$ cat src/rtl/alu_pkg.sv
// Shared types for the digit-serial ALU.
// Op encodings, FSM states and the op-select width.
package alu_pkg;

  localparam int ALU_SEL_W = 3;

  typedef enum logic [ALU_SEL_W-1:0] {
    OP_ADD  = 3'b000,
    OP_SUB  = 3'b001,
    OP_AND  = 3'b010,
    OP_OR   = 3'b011,
    OP_XOR  = 3'b100,
    OP_NOR  = 3'b101,
    OP_INC  = 3'b110,
    OP_PASS = 3'b111
  } alu_op_e;

  typedef enum logic [1:0] {
    ST_IDLE = 2'd0,
    ST_RUN  = 2'd1,
    ST_DONE = 2'd2
  } state_e;

endpackage

$ cat src/rtl/alu_slice.sv
// One SLICE-wide, carry-chained ALU slice (purely combinational).
// Logic ops force cout and c_msb_in low so flags come out as zero.
module alu_slice
  import alu_pkg::*;
#(
  parameter int SLICE = 4
) (
  input  logic [SLICE-1:0] a,
  input  logic [SLICE-1:0] b,
  input  logic             cin,
  input  alu_op_e          s,
  output logic [SLICE-1:0] r,
  output logic             cout,
  output logic             c_msb_in
);

  logic [SLICE-1:0] opb;
  logic [SLICE:0]   sum;
  logic             arith;

  always_comb begin
    opb   = b;
    arith = 1'b0;
    unique case (s)
      OP_ADD:  arith = 1'b1;
      OP_SUB:  begin opb = ~b; arith = 1'b1; end
      OP_INC:  begin opb = '0; arith = 1'b1; end
      default: arith = 1'b0;
    endcase
    sum = {1'b0, a} + {1'b0, opb}
        + {{SLICE{1'b0}}, cin};
    unique case (s)
      OP_AND:  r = a & b;
      OP_OR:   r = a | b;
      OP_XOR:  r = a ^ b;
      OP_NOR:  r = ~(a | b);
      OP_PASS: r = b;
      default: r = sum[SLICE-1:0];
    endcase
    cout = arith & sum[SLICE];
    // sum bit = a ^ b ^ carry-in, so the MSB carry-in falls out of it
    c_msb_in = arith
      & (sum[SLICE-1] ^ a[SLICE-1] ^ opb[SLICE-1]);
  end

endmodule

$ cat src/rtl/alu_serial.sv
// Digit-serial ALU: SLICE bits per cycle, LSB slice first.
// Optional zero/negative flags with ALU_ZN_FLAGS_EN.
module alu_serial
  import alu_pkg::*;
#(
  parameter int WIDTH = 16,
  parameter int SLICE = 4
) (
  input  logic                 clk,
  input  logic                 rst,
  input  logic                 in_valid,
  output logic                 in_ready,
  input  logic [WIDTH-1:0]     a,
  input  logic [WIDTH-1:0]     b,
  input  logic [ALU_SEL_W-1:0] s,
  output logic                 out_valid,
  input  logic                 out_ready,
  output logic [WIDTH-1:0]     r,
`ifdef ALU_ZN_FLAGS_EN
  output logic                 z,
  output logic                 n,
`endif
  output logic                 c,
  output logic                 v
);

  localparam int N  = WIDTH / SLICE;
  localparam int CW = (N > 1) ? $clog2(N) : 1;

  state_e           state;
  alu_op_e          s_reg;
  logic [WIDTH-1:0] a_reg;
  logic [WIDTH-1:0] b_reg;
  logic [CW-1:0]    cnt;
  logic             cy;
  logic             last;

  logic [SLICE-1:0] sl_a;
  logic [SLICE-1:0] sl_b;
  logic [SLICE-1:0] sl_r;
  logic             sl_cout;
  logic             sl_cmsb;
  logic [WIDTH-1:0] r_nxt;

  assign last = (cnt == CW'(N - 1));

  always_comb begin
    sl_a = a_reg[cnt*SLICE +: SLICE];
    sl_b = b_reg[cnt*SLICE +: SLICE];
    r_nxt = r;
    r_nxt[cnt*SLICE +: SLICE] = sl_r;
  end

  alu_slice #(.SLICE(SLICE)) u_slice (
    .a        (sl_a),
    .b        (sl_b),
    .cin      (cy),
    .s        (s_reg),
    .r        (sl_r),
    .cout     (sl_cout),
    .c_msb_in (sl_cmsb)
  );

  always_ff @(posedge clk or posedge rst) begin
    if (rst) begin
      state     <= ST_IDLE;
      s_reg     <= OP_ADD;
      a_reg     <= '0;
      b_reg     <= '0;
      cnt       <= '0;
      cy        <= 1'b0;
      in_ready  <= 1'b1;
      out_valid <= 1'b0;
      r         <= '0;
      c         <= 1'b0;
      v         <= 1'b0;
`ifdef ALU_ZN_FLAGS_EN
      z         <= 1'b0;
      n         <= 1'b0;
`endif
    end else begin
      unique case (state)
        ST_IDLE: if (in_valid) begin
          a_reg    <= a;
          b_reg    <= b;
          s_reg    <= alu_op_e'(s);
          cy       <= (alu_op_e'(s) == OP_SUB)
                   || (alu_op_e'(s) == OP_INC);
          cnt      <= '0;
          in_ready <= 1'b0;
          state    <= ST_RUN;
        end
        ST_RUN: begin
          r  <= r_nxt;
          cy <= sl_cout;
          if (last) begin
            cnt       <= '0;
            c         <= sl_cout;
            v         <= sl_cout ^ sl_cmsb;
`ifdef ALU_ZN_FLAGS_EN
            z         <= (r_nxt == '0);
            n         <= r_nxt[WIDTH-1];
`endif
            out_valid <= 1'b1;
            state     <= ST_DONE;
          end else begin
            cnt <= cnt + 1'b1;
          end
        end
        ST_DONE: if (out_ready) begin
          out_valid <= 1'b0;
          in_ready  <= 1'b1;
          state     <= ST_IDLE;
        end
        default: state <= ST_IDLE;
      endcase
    end
  end

endmodule

$ cat config.mk
export PLATFORM = sky130hd
export DESIGN_NAME = alu_serial
export DESIGN_NICKNAME = d
export VERILOG_FILES = /design/src/rtl/alu_pkg.sv /design/src/rtl/alu_slice.sv /design/src/rtl/alu_serial.sv
export SDC_FILE = /design/constraint.sdc
export NUM_CORES = 1
export LEC_CHECK = 0
export ABC_AREA = 1
export BUFFER_PORTS_ARGS = -buffer_cell sky130_fd_sc_hd__buf_2
export CORE_UTILIZATION = 35
export CTS_CLUSTER_DIAMETER = 120
export DETAILED_ROUTE_END_ITERATION = 6
export SETUP_SLACK_MARGIN = 0.3
export SLEW_MARGIN = 20
export SYNTH_ARGS = -nofsm -noshare
export SYNTH_HDL_FRONTEND = slang
export SYNTH_SLANG_ARGS = --single-unit
$ cat constraint.sdc
create_clock -name clk -period 3.13 [get_ports clk]
set_input_delay 0 -clock clk [delete_from_list [all_inputs] [get_ports clk]]
set_output_delay 0 -clock clk [all_outputs]
set_load 0.03 [all_outputs]
Yosys cells after proc, flatten, opt, wreduce, memory -nomap -nowiden
Cells that the tools add are included.

Add/subtract/negate cells: 4. Equal/unequal tests: 15. Shift-type cells: 4. Multiplexer cells: 19. Bitwise gates (word level): 10. Reductions and logical operators: 13.

Operators by type and width (number): 4-bit negation with 34-bit output (1); 4-bit by 34-bit variable shift with 16-bit output, first input constant (1); 4-bit by 34-bit variable part select with 16-bit output (1); 16-bit by 5-bit variable part select with 4-bit output (2); 4-bit case mux with 5 select lines (1); 16-bit bitwise mux (1); 3-bit == test, second input constant (5); 2-bit 2-to-1 mux (5); 3-bit AND reduction (3); 4-bit NOT (2); 4-bit case mux with 2 select lines (1); 3-bit by 1-bit == test with 1-bit output, second input constant (2); 3-bit by 2-bit == test with 1-bit output, second input constant (2); 1-bit 2-to-1 mux (6); 2-bit != test, second input constant (3); 1-bit case mux with 2 select lines (3); 2-bit case mux with 3 select lines (1); 2-bit AND reduction (3); 2-bit nonzero test (3); 4-bit by 4-bit adder with 5-bit output (1); 5-bit by 1-bit adder with 5-bit output (1); 4-bit bitwise AND (1); 2-bit == test, second input constant (2); 4-bit OR (1); 10 further kinds (13).

Register bits after elaboration: 60. Bits of input ports: 39. Output and inout port bits: 20. Word-level logic and storage cells: 76.

Longest topological paths before layout
Depth after elaboration: 9. Depth in mapped cells: 21. Depth with buffers taken out: 19.

Cells and area by module
A second synthesis with hierarchy kept.

Cells, all modules: 435. Area, all modules: 3320.7 sq um.

Modules (own cells, without submodules): alu_serial (times used 1, cells an instance 338, area an instance 2717.6 sq um, sequential area each 1502.7 sq um); alu_slice (times used 1, cells an instance 97, area an instance 603.1 sq um, sequential area each 0.0 sq um).

Worst setup path after synthesis
No wires, ideal clock.

Path type: reg2reg. From: reg cnt[0]. To: reg v. Setup time: 0.117 ns. Arrival: 2.506 ns. Data required time: 3.013 ns. Setup slack: 0.507 ns. Cell stages (with the launch flop): 19. Path buffers: 3. Period minus slack after synthesis: 2.623 ns. Path through: dfrtp_1 > buf_6 > buf_6 > clkbuf_8 > a21oi_1 > a32oi_1 > inv_1 > fa_1 > fa_1 > inv_1 > nand2_1 > nand2_1 > nand3_1 > nand2_1 > nand2_1 > nand2_1 > nand2_1 > nand3_1 > nand2_1.

Cells in the longest elaborated chain, start to end: 9. Elaborated cells between the ends (all ways): 13. Classes of those cells: add/sub (2); eq/ne (1); shift (2); mux (1); bitwise (6); reduce/logical (1).

RTL lines: from (decl) (RTL line alu_serial.sv:34) `logic [CW-1:0] cnt;`; from (signal assigned) (RTL line alu_serial.sv:107) `cnt <= cnt + 1'b1;`; 16-bit by 5-bit variable part select with 4-bit output (RTL line alu_serial.sv:49) `sl_b = b_reg[cnt*SLICE +: SLICE];`; 4-bit NOT (RTL line alu_slice.sv:26) `OP_SUB: begin opb = ~b; arith = 1'b1; end`; 4-bit case mux with 2 select lines (RTL line alu_slice.sv:24) `unique case (s)`; 4-bit by 4-bit adder with 5-bit output (RTL line alu_slice.sv:30) `sum = {1'b0, a} + {1'b0, opb}`; 5-bit by 1-bit adder with 5-bit output (RTL line alu_slice.sv:31) `+ {{SLICE{1'b0}}, cin};`; 1-bit XOR (2 in series) (RTL line alu_slice.sv:43) `& (sum[SLICE-1] ^ a[SLICE-1] ^ opb[SLICE-1]);`; 1-bit bitwise AND (RTL line alu_slice.sv:43); 1-bit XOR (RTL line alu_serial.sv:99) `v <= sl_cout ^ sl_cmsb;`; to (signal assigned) (RTL line alu_serial.sv:99); to (decl) (RTL line alu_serial.sv:24) `output logic v`.

Several ways; a longest one is shown, not always the timed one. A chain may end at the register's enable or synchronous reset.

Worst setup path in the final report
From: reg cnt[0]. To: reg r[15].

Cells in the longest elaborated chain, start to end: 8. Elaborated cells between the ends (all ways): 15. Classes of those cells: add/sub (3); shift (4); mux (3); bitwise (5).

RTL lines: 16-bit by 5-bit variable part select with 4-bit output (RTL line alu_serial.sv:49); 4-bit NOT (RTL line alu_slice.sv:26); 4-bit case mux with 2 select lines (RTL line alu_slice.sv:24); 4-bit by 4-bit adder with 5-bit output (RTL line alu_slice.sv:30); 5-bit by 1-bit adder with 5-bit output (RTL line alu_slice.sv:31); 4-bit case mux with 5 select lines (RTL line alu_slice.sv:32) `unique case (s)`; 4-bit by 34-bit variable part select with 16-bit output (RTL line alu_serial.sv:51) `r_nxt[cnt*SLICE +: SLICE] = sl_r;`; 16-bit bitwise mux (*) (RTL line alu_serial.sv:51); to (signal assigned) (RTL line alu_serial.sv:94) `r <= r_nxt;`; to (decl) (RTL line alu_serial.sv:18) `output logic [WIDTH-1:0] r,`.

Mark *: on every way between the ends. The rest lies on a longest branch, timed or not.

==> qor.txt <==
Status: finished clean
RSZ-0062 raised after global routing: no
Placement row count: 36
Die Area: 10600 um^2
Largest family of logic cells by synthesized area: simple AND/OR/NAND/NOR gates
Final setup fails: 0
Pleak: 0.00251 uW
Ratio of final minimum period to clock period: 0.831
Tot GR Track Use: 0.183
Cell count after synthesis: 463
Largest net degree at the start of global routing: 61
Mean area per synthesized cell: 7.67 um^2
DPL Wire Length: 6390 um
Number of global-route vias before repair: 3114
Vias/cell: 4.62
PortBufs: 58
Max-cap viol count: 0
CTS tree: yes
Post-synthesis sequential area ratio: 0.423
Initial antenna violation count: 0
Area delta synth->final: 29.4%
Via Count: 3249
Peak VDD IR: 0.397 mV
Mux share of post-synthesis cell area: 0
Total iterations of the first detailed-routing run: 5
Nets@finish: 623
Worst Tran Pin Value: 0.745 ns
Post-synth top area share: 0.416
Die Height: 103 um
Starting Density: 0.362
H-Tree Depth: 3
Drt initial violations: 131
XOR/XNOR Fraction of Synth Area: 0
Area share of fa/ha/maj cells after synthesis: 0.0712
Clock Sink Count: 60
Inserted Clock Buffers: 9
Fin crit period: 2.60 ns
CTS Buffer Depth: 2
Core Region: 9820 um^2
Hold crit path type: primary input to flip-flop
Fmax: 0.385 GHz
DRC violations left: 0
Warnings, synthesis: 0
FILL cells: 999
Routed wire length: 8800 um
Final Non-Filler Cells: 703
Total power: 5290 uW
Startpoint types: flip-flop
Yosys top cell by area: dfrtp_1
PwrDens: 1150 nW/um^2
Syn nets: 521
Required @ worst endpoint: 3.38 ns
CTS root buffer: clkbuf_8
Final hold violation count: 0
Simple-Gate Fraction of Synth Area: 0.335
WL per Instance: 12.5 um
Mapped Area: 3550 um^2
Relative slew slack: 0.504
Antenna viol nets, final: 0
Netlist cell types: 37
IO Pins: 59
Cell types occupying the most area after synthesis: dfrtp_1 42%, nand2_1 21%, ha_1 6.0%
Die width: 103 um
Worst Clk Skew: 0.00612 ns
Compound-Gate Fraction of Synth Area: 0.0768
Slew Viols, Final: 0
Reg clk slew, reported paths: 0.06 ns
Setup crit end kind: flip-flop
Crit path max fanout: 14
Total Neg Setup Slack: 0 ns
Final Wtd Congestion: 0.860
Share of post-route cells with drive strength above 1: 0.218
Clock Latency Late Sink: 0.34 ns
Crit path kind: flip-flop to flip-flop
# diodes: 0
Placed insts: 645
Crit path DAT: 2.85 ns
Final worst slack: 0.530 ns
Post-synthesis register bit count: 60
DP Worst Slack: 0.186 ns
First-pass GRT wire length: 14700 um
Total congestion overflow: 0
Worst hold slack: 0.205 ns
## through the flow
| step | instance area [um^2] | util |
|---|---|---|
| after floorplan | 3550 | - |
| after global placement | 3940 | 0.402 |
| after detailed placement | 3940 | 0.402 |
| after CTS | 4510 | 0.459 |
| after global routing | 4600 | 0.468 |
| final | 4600 | 0.468 |
## cell usage after synthesis (all sizes together)
cell type and count:
o221ai 1, clkinv 1, o21a 1, ha 17, dfrtp 59, o21bai 8, a32oi 3, clkbuf 3
nand2 196, nor2 20, fa 2, buf 12, o22ai 1, o21ai 23, nand4 19, nor3 3
nand3 31, a21oi 6, dfstp 1, or2 1, inv 55
## per-layer routing
metal	vias up	track usage	wire, um
met2	74	0.293	4060
met3	16	0.0393	364
met1	1485	0.242	4190
met5	-	0	0
li1	1674	-	-
met4	0	0.0748	184
## worst max-delay path, stage by stage (launching register included)
cell and delay [ns]:
dfrtp_4 0.54, buf_4 0.18, buf_4 0.18, nor2_1 0.11, inv_1 0.05, a32oi_2 0.18, buf_4 0.15, ha_2 0.30
a21oi_2 0.19, nand2_1 0.09, nand2_1 0.06, nand2_1 0.09, nand2_2 0.09, nand4_1 0.13, o21bai_1 0.18
## layout make-up
| class | count | area [um^2] | share of cell area |
|---|---|---|---|
| Multi-Input combinational cell | 332 | 1750 | 0.381 |
| Inverter | 56 | 231 | 0.0503 |
| Timing Repair Buffer | 106 | 743 | 0.162 |
| Clock buffer | 12 | 145 | 0.0316 |
| Sequential cell | 60 | 1510 | 0.328 |
| Tap cell | 133 | 166 | 0.0362 |
| Clock inverter | 4 | 48.8 | 0.0106 |
## cell usage in the layout, fill, tap and decap left out, types with 2 or more instances in the layout
| cell | instances |
|---|---|
| fa_2 | 2 |
| nor2_1 | 16 |
| o21bai_1 | 8 |
| nand2_1 | 192 |
| nand4_1 | 18 |
| dfrtp_2 | 2 |
| o21ai_0 | 20 |
| nor2_4 | 2 |
| clkinv_2 | 3 |
| a21oi_1 | 4 |
| dlygate4sd3_1 | 37 |
| ha_1 | 16 |
| nor2_2 | 2 |
| nand2_2 | 3 |
| buf_4 | 11 |
| inv_2 | 7 |
| clkbuf_8 | 10 |
| nor3_1 | 2 |
| nand3_1 | 24 |
| o21ai_2 | 2 |
| a32oi_2 | 3 |
| inv_1 | 45 |
| clkbuf_1 | 2 |
| nand3_2 | 6 |
| buf_2 | 58 |
| dfrtp_1 | 56 |
## logic make-up after synthesis
logic type,after synthesis
DFF,60
adders and majority gates,19
and+or+nand+nor,270
buffers and inverters,71
AOI/OAI and AO/OA,43
## power by group
group | total (uW) | switching, uW | internal [uW]
Clock | 684 | 296 | 388
Sequential | 1350 | 245 | 1110
Combinational | 3250 | 2110 | 1140
Total | 5290 | 2650 | 2640
## path summary, 6_finish.rpt
kind / start / to / slack [ns] / cells past startpoint
setup reg to reg: cnt[0] / r[15] / 0.53 / 14
hold / removal: in_valid / in_ready / 0.21 / 5
min in group asynchronous: rst / a_reg[10] / 0.42 / 4
hold reg to reg: in_ready / in_ready / 0.47 / 2
setup / recovery: cnt[0] / r[15] / 0.53 / 14
max in group asynchronous: rst / cnt[0] / 2.15 / 4
## repair_timing
action / in CTS / in global routing
endpoints found under the setup margin: 5 / 9
pin swaps: 0 / 5
hold buffers: 37 / 0
setup buffers: 0 / 5
gates resized for setup: 1 / 20
hold endpoints to repair: 97 / 0
Power figures use the tool's default switching activity.
